`src/rtl/imm_gen_pipe.sv`:
```
// Immediate decoder feeding a small output FIFO; one-cycle accept-to-visible latency.
// Optional IW (move-wide) decode is enabled by defining IMM_GEN_IW_EN.
module imm_gen_pipe #(
    parameter int DATA_W   = 64,
    parameter int DEPTH    = 2,
    parameter int SHIFT_BR = 1
) (
    input  logic                     clk,
    input  logic                     rst_n,
    input  logic                     flush,
    input  logic                     in_valid,
    input  logic [31:0]              in_instr,
    output logic                     in_ready,
    output logic                     out_valid,
    input  logic                     out_ready,
    output logic [DATA_W-1:0]        out_imm,
    output logic [2:0]               out_fmt,
    output logic                     out_err,
    output logic [$clog2(DEPTH):0]   count
);

    localparam int PTR_W = $clog2(DEPTH);
    localparam int CNT_W = PTR_W + 1;

    typedef enum logic [2:0] {
        FMT_NONE = 3'd0,
        FMT_B    = 3'd1,
        FMT_CB   = 3'd2,
        FMT_D    = 3'd3,
        FMT_I    = 3'd4,
        FMT_IW   = 3'd5
    } fmt_e;

    fmt_e        dec_fmt;
    logic [63:0] dec_imm;
    logic        dec_err;

    logic [DATA_W-1:0] imm_mem_q [DEPTH];
    logic [2:0]        fmt_mem_q [DEPTH];
    logic              err_mem_q [DEPTH];

    logic [PTR_W-1:0] wr_ptr_q, wr_ptr_d;
    logic [PTR_W-1:0] rd_ptr_q, rd_ptr_d;
    logic [CNT_W-1:0] count_q, count_d;
    logic             push, pop;

    // First-match decode; everything is formed at 64 bits and truncated on store.
    always_comb begin
        dec_fmt = FMT_NONE;
        dec_imm = '0;
        dec_err = 1'b0;
        if (in_instr[31:26] == 6'b000101) begin
            dec_fmt = FMT_B;
            dec_imm = (SHIFT_BR != 0) ? {{36{in_instr[25]}}, in_instr[25:0], 2'b00}
                                      : {{38{in_instr[25]}}, in_instr[25:0]};
        end else if (in_instr[31:25] == 7'b1011010) begin
            dec_fmt = FMT_CB;
            dec_imm = (SHIFT_BR != 0) ? {{43{in_instr[23]}}, in_instr[23:5], 2'b00}
                                      : {{45{in_instr[23]}}, in_instr[23:5]};
        end else if (in_instr[31:21] == 11'b11111000010 || in_instr[31:21] == 11'b11111000000) begin
            dec_fmt = FMT_D;
            dec_imm = {{55{in_instr[20]}}, in_instr[20:12]};
        end else if (in_instr[31:22] == 10'b1001000100 || in_instr[31:22] == 10'b1101000100) begin
            dec_fmt = FMT_I;
            dec_imm = {52'd0, in_instr[21:10]};
`ifdef IMM_GEN_IW_EN
        end else if (in_instr[31:23] == 9'b110100101) begin
            dec_fmt = FMT_IW;
            dec_imm = {48'd0, in_instr[20:5]} << {in_instr[22:21], 4'b0000};
`endif
        end else begin
            dec_err = 1'b1;
        end
    end

    assign out_valid = (count_q != '0);
    assign in_ready  = (count_q != CNT_W'(DEPTH));
    assign push      = in_valid && in_ready;
    assign pop       = out_valid && out_ready;
    assign count     = count_q;

    // Pointers wrap for free because DEPTH is a power of two.
    always_comb begin
        wr_ptr_d = wr_ptr_q;
        rd_ptr_d = rd_ptr_q;
        count_d  = count_q;
        if (flush) begin
            wr_ptr_d = '0;
            rd_ptr_d = '0;
            count_d  = '0;
        end else begin
            if (push) wr_ptr_d = wr_ptr_q + PTR_W'(1);
            if (pop)  rd_ptr_d = rd_ptr_q + PTR_W'(1);
            case ({push, pop})
                2'b10:   count_d = count_q + CNT_W'(1);
                2'b01:   count_d = count_q - CNT_W'(1);
                default: count_d = count_q;
            endcase
        end
    end

    always_ff @(posedge clk) begin
        if (!rst_n) begin
            wr_ptr_q <= '0;
            rd_ptr_q <= '0;
            count_q  <= '0;
        end else begin
            wr_ptr_q <= wr_ptr_d;
            rd_ptr_q <= rd_ptr_d;
            count_q  <= count_d;
        end
    end

    always_ff @(posedge clk) begin
        if (rst_n && !flush && push) begin
            imm_mem_q[wr_ptr_q] <= dec_imm[DATA_W-1:0];
            fmt_mem_q[wr_ptr_q] <= dec_fmt;
            err_mem_q[wr_ptr_q] <= dec_err;
        end
    end

    assign out_imm = out_valid ? imm_mem_q[rd_ptr_q] : '0;
    assign out_fmt = out_valid ? fmt_mem_q[rd_ptr_q] : '0;
    assign out_err = out_valid ? err_mem_q[rd_ptr_q] : 1'b0;

endmodule
```
`config.mk`:
```
export PLATFORM = sky130hd
export DESIGN_NAME = imm_gen_pipe
export DESIGN_NICKNAME = d
export VERILOG_FILES = /design/src/rtl/imm_gen_pipe.sv
export SDC_FILE = /design/constraint.sdc
export NUM_CORES = 1
export LEC_CHECK = 0
export ABC_CLOCK_PERIOD_IN_PS = 3300
export CORE_ASPECT_RATIO = 1.5
export CORE_UTILIZATION = 57
export DETAILED_ROUTE_END_ITERATION = 8
export DONT_BUFFER_PORTS = 1
export PLACE_DENSITY = 0.75
export SYNTH_ARGS = -nofsm -noshare
export SYNTH_HDL_FRONTEND = slang
export SYNTH_SLANG_ARGS = --single-unit
```
`constraint.sdc`:
```
create_clock -name clk -period 3.3 [get_ports clk]
set_clock_uncertainty 0.05 [all_clocks]
set_input_delay 0.66 -clock clk [delete_from_list [all_inputs] [get_ports clk]]
set_output_delay 0.66 -clock clk [all_outputs]
set_load 0.02 [all_outputs]
```
Word-level counts from Yosys, hierarchy flattened:

Memory sizes are Yosys's and may differ from the RTL's. A register that Yosys moved wholly into a read port is not among the register bits.
Index checks and enable logic that the tools add are counted.

* bits in registers: 4
* bits in writable memories: 136
* input bits: 37
* output and inout bits: 72
* memories kept: 3

* add/sub/neg operators: 4
* equal/unequal tests: 9
* mux-type cells: 24
* bitwise logic cells: 1
* reduce and logical (&&, ||, !) cells: 10

Memory list
* imm_mem_q: depth 2, bits a word 64, read ports 1, clocked after memory_dff 1, write ports 1, line 38 `logic [DATA_W-1:0] imm_mem_q [DEPTH];`
* fmt_mem_q: depth 2, bits a word 3, read ports 1, clocked after memory_dff 1, write ports 1, line 39 `logic [2:0] fmt_mem_q [DEPTH];`
* err_mem_q: depth 2, bits a word 1, read ports 1, clocked after memory_dff 1, write ports 1, line 40 `logic err_mem_q [DEPTH];`

Operators by type and width (count)
* 64-bit two-way mux: 4
* 11-bit equality test, second input constant: 2
* 10-bit equality test, second input constant: 2
* 3-bit two-way mux: 5
* 1-bit two-way mux: 13
* 12-bit two-way mux: 1
* 7-bit equality test, second input constant: 1
* 6-bit by 3-bit equality test with 1-bit output, second input constant: 1
* 1-bit logical AND: 4
* 2-bit case mux with 2 select lines: 1
* 2-bit nonzero test: 2
* 1-bit adder, second input constant: 2
* 2-bit by 1-bit adder with 2-bit output, second input constant: 1
* 2-bit by 1-bit equality test with 1-bit output, second input constant: 1
* 2-bit equality test, second input constant: 1
* 1-bit logical OR: 2
* 2-bit inequality test, second input constant: 1
* 2-bit OR reduction: 1
* 2-bit by 1-bit subtractor with 2-bit output, second input constant: 1
* 1-bit logical NOT: 1
* 1-bit inverter: 1

Longest topological paths before layout:

* word-level depth: 6
* depth in mapped cells: 7

Worst setup path before layout:

No wires, ideal clock.

* path type: flip-flop to flip-flop
* start point: reg count_q[0], in the netlist count[0]
* end point: mem err_mem_q[0], enable pin
* library setup time: 461 ps
* data arrival time: 3212 ps
* data required time: 2789 ps
* path slack: -423 ps
* cell stages (with the launch flop): 4
* path buffers: 0
* cell sequence: dfxtp_1 > nand2b_1 > nand2_1 > nor3_1

* longest elaborated chain between the ends: 5

RTL lines
* from (decl): line 44 `logic [CNT_W-1:0] count_q, count_d;`
* from (signal assigned): line 110 `count_q <= count_d;`
* 2-bit inequality test: line 77 `assign in_ready = (count_q != CNT_W'(DEPTH));`
* net in_ready: line 13 `output logic in_ready,`
* 1-bit logical AND: line 78 `assign push = in_valid && in_ready;`
* 1-bit logical AND: line 115 `if (rst_n && !flush && push) begin`
* 1-bit two-way mux: line 115
* 1-bit two-way mux (implied by the code): line 118 `err_mem_q[wr_ptr_q] <= dec_err;`
* to (decl): line 40

The timed path passes the listed nets, and every way through them passes these cells.

Worst setup path in the final report:

* start point: reg count_q[0], in the netlist count[0]
* end point: out out_imm[56]

* longest elaborated chain between the ends: 2

RTL lines
* 2-bit nonzero test: line 76 `assign out_valid = (count_q != '0);`
* 64-bit two-way mux: line 122 `assign out_imm = out_valid ? imm_mem_q[rd_ptr_q] : '0;`
* to (decl): line 16 `output logic [DATA_W-1:0] out_imm,`

Every way passes these cells.

==> impl_metrics.yaml <==
worst_hold_path:
  holdPathStages: 2
  holdCritPathClass: "flop to flop"
cells_and_area:
  fillerInstances: 461
  regArea_mm2: 0.00202
  final_cells: 332
  drive_gt1_share_pct: 14.2
  final_nets: 293
  multiInputGateArea_mm2: 0.00109
  insertedDiodeCount: 0
  syn_to_final_growth_pct: 1.26
  post-route-util_pct: 60.5
logic_synthesis:
  synth-main-ff-cell: "edfxtp_1"
  synthArstFlopShare_pct: 0
  synth-simple-area-share_pct: 12.7
  synth_commonest_cells: "edfxtp_1, nor2_1, buf_4"
  synth_warnings: 0
  synth_cell_type_count: 37
  yosysMostFrequentCell: "edfxtp_1"
  synth_top_family_by_area: "simple AND/OR/NAND/NOR gates"
  muxShareOfSynthArea_pct: 9.20
  postSynthAreaPerCell_um2: 12.1
  syn_area_mm2: 0.00348
  ys_ff_latch: 69
  synth_compound_area_share_pct: 7.66
  synth.top_cell.area_share_pct: 55.2
  synth-edff-count: 64
  yosys.area.top_type: "edfxtp_1"
  syn-num-nets: 325
  synth_area_leaders: "edfxtp_1, mux2i_1, buf_4"
  synth-xor-area-share_pct: 1.01
  ys_seq_area_share_pct: 58.1
  synthCells: 287
  synthAdderAreaFrac_pct: 0.359
clock_tree:
  clkTransAtPathRegs_ns: 0.07
  cts_buffers: 9
  hold_buffers: 0
  cts_tree: "built"
  worstSkewPairLatency_ns: 0.33
  cts_buffer_depth: 2
  cts_sinks: 69
  ctsResizeCount: 0
  post-cts-setup-buffers: 0
  root_buffer: "clkbuf_8"
  cts_max_level: 3
global_routing:
  grt_util_all_layers_pct: 21.9
  grt_max_degree: 34
  grt_overflow: 0
  grt_pass1_vias: 2042
  antenna_found_initial: 0
  grt_pass1_wl_um: 10300
floorplan:
  rows: 34
  coreArea_mm2: 0.00583
  initial_core_util_pct: 59.7
  dieArea_mm2: 0.00643
  fp.dieW_um: 65.8
  ioPinCount: 109
  die_h_um: 97.7
worst_setup_path:
  worstSetupPathType: "flop to output pin"
  cp-start-kind: "flop"
  worst_r2r_path_depth: 7
  crit_path_top_delay_cell: "dfxtp_1"
  cp-end-kind: "output pin"
  cp_slowest_stage_delay_ns: 0.54
  cp_max_fo: 33
  cp.arrival_ns: 2.02
  required_ns: 2.59
  path_cells: "nor2_2 > buf_4 > nor2_4 > buf_12"
power_and_ir_drop:
  total_power_uw: 1750
  leakagePower_uw: 0.00131
  peakVddDrop_v: 0.000329
  p_per_area_mw_per_mm2: 496
timing:
  setup_violations: 0
  tightest_slew_ns: 0.785
  relSlewSlack_pct: 47.3
  fmax_ghz: 0.366
  period_share_pct: 82.8
  drv_slew: 0
  final_hold_viol_count: 0
  rsz0062_at_grt: "false"
  post-route-min-period_ns: 2.73
drt:
  drcViolationCount: 0
  vias: 2019
  drt_iter0_drc: 116
  first_pass_iters: 9
  routed_wl_um: 6540
  ant_nets: 0
  routedWlPerCell_um: 19.7
  detail_route.vias_per_cell: 6.08
placed_design:
  place_congestion: 0.821
  dp_cells: 316
  hpwl_um: 4340
  io_buffers: 0
outcome:
  status: "finished clean"
job:
  cap_violations: 0
==> metrics by stage <==
step | setup TNS, ns | area (µm²) | setup WS (ns) | hold WS [ns]
floorplan | -27.10 | 3480 | -0.423 | 0.431
global placement | 0 | 3320 | 0.916 | 0.449
detailed placement | 0 | 3320 | 0.822 | 0.462
CTS | 0 | 3520 | 0.523 | 0.481
global route | 0 | 3520 | 0.446 | 0.494
finish | 0 | 3520 | 0.569 | 0.474
==> final cells by class <==
class	instances	share of cell area, %
Clock buffer	11	4.30
Clock inverter	5	1.38
Tap cell	72	2.56
Inverter	3	0.319
Multi-Input combinational cell	165	31.1
Sequential cell	69	57.4
Timing Repair Buffer	7	2.98
==> power by group <==
group / internal (µW) / total [µW] / leakage [µW] / switching (µW)
Sequential: 956 / 963 / 0.000737 / 6.83
Combinational: 29.2 / 107 / 0.000464 / 77.5
Clock: 384 / 679 / 0.000107 / 296
==> kinds of logic after synthesis <==
family | Yosys count
flip-flops | 69
AND/OR/NAND/NOR | 92
adder cells (fa/ha/maj) | 1
multiplexers | 32
buffers and inverters | 53
XOR/XNOR | 4
AO/OA/AOI/OAI | 36
==> sequential cells by signal, indices dropped and copies added, names as in the netlist, named ones only <==
signal and flops:
count 2, rd_ptr_q 1, imm_mem_q 56, wr_ptr_q 1, fmt_mem_q 6, err_mem_q 2
==> path summary, 6_finish.rpt <==
path | end | from | slack, ns
worst max-delay path | out_imm[56] | count[0] | 0.57
worst min-delay path | flop | rd_ptr_q | 0.47
worst max register to register | count[1] | count[0] | 0.99
worst min register to register | flop | rd_ptr_q | 0.47
==> worst max-delay path, delay by kind of cell (launching register included) <==
kind	cells	cell delay, ns
buf+inv	2	0.60
flops	1	0.54
simple gates	2	0.54
==> routing by layer <==
| metal | wire length (µm) | GRT usage [%] | vias to the layer above |
|---|---|---|---|
| li1 | - | - | 933 |
| met1 | 2380 | 26.6 | 949 |
| met2 | 3380 | 36.6 | 122 |
| met3 | 684 | 6.22 | 15 |
| met4 | 102 | 7.19 | 0 |
| met5 | 0 | 0 | - |
==> cells in the final DEF, fill, tap and decap left out, types with 2 or more instances in the layout <==
cell type	count
edfxtp_1	64
a21o_1	8
buf_4	4
xnor2_1	3
nand3b_1	2
nand2_1	20
buf_16	2
nand3_1	2
nor2_1	48
inv_1	3
a21oi_1	12
mux2i_1	32
clkinv_2	3
nand2b_1	2
a22oi_1	4
a22o_1	3
nor3_2	2
dfxtp_1	4
clkbuf_8	11
or2_2	2
a222oi_1	6
No activity file was read; power rests on OpenSTA's default activity.
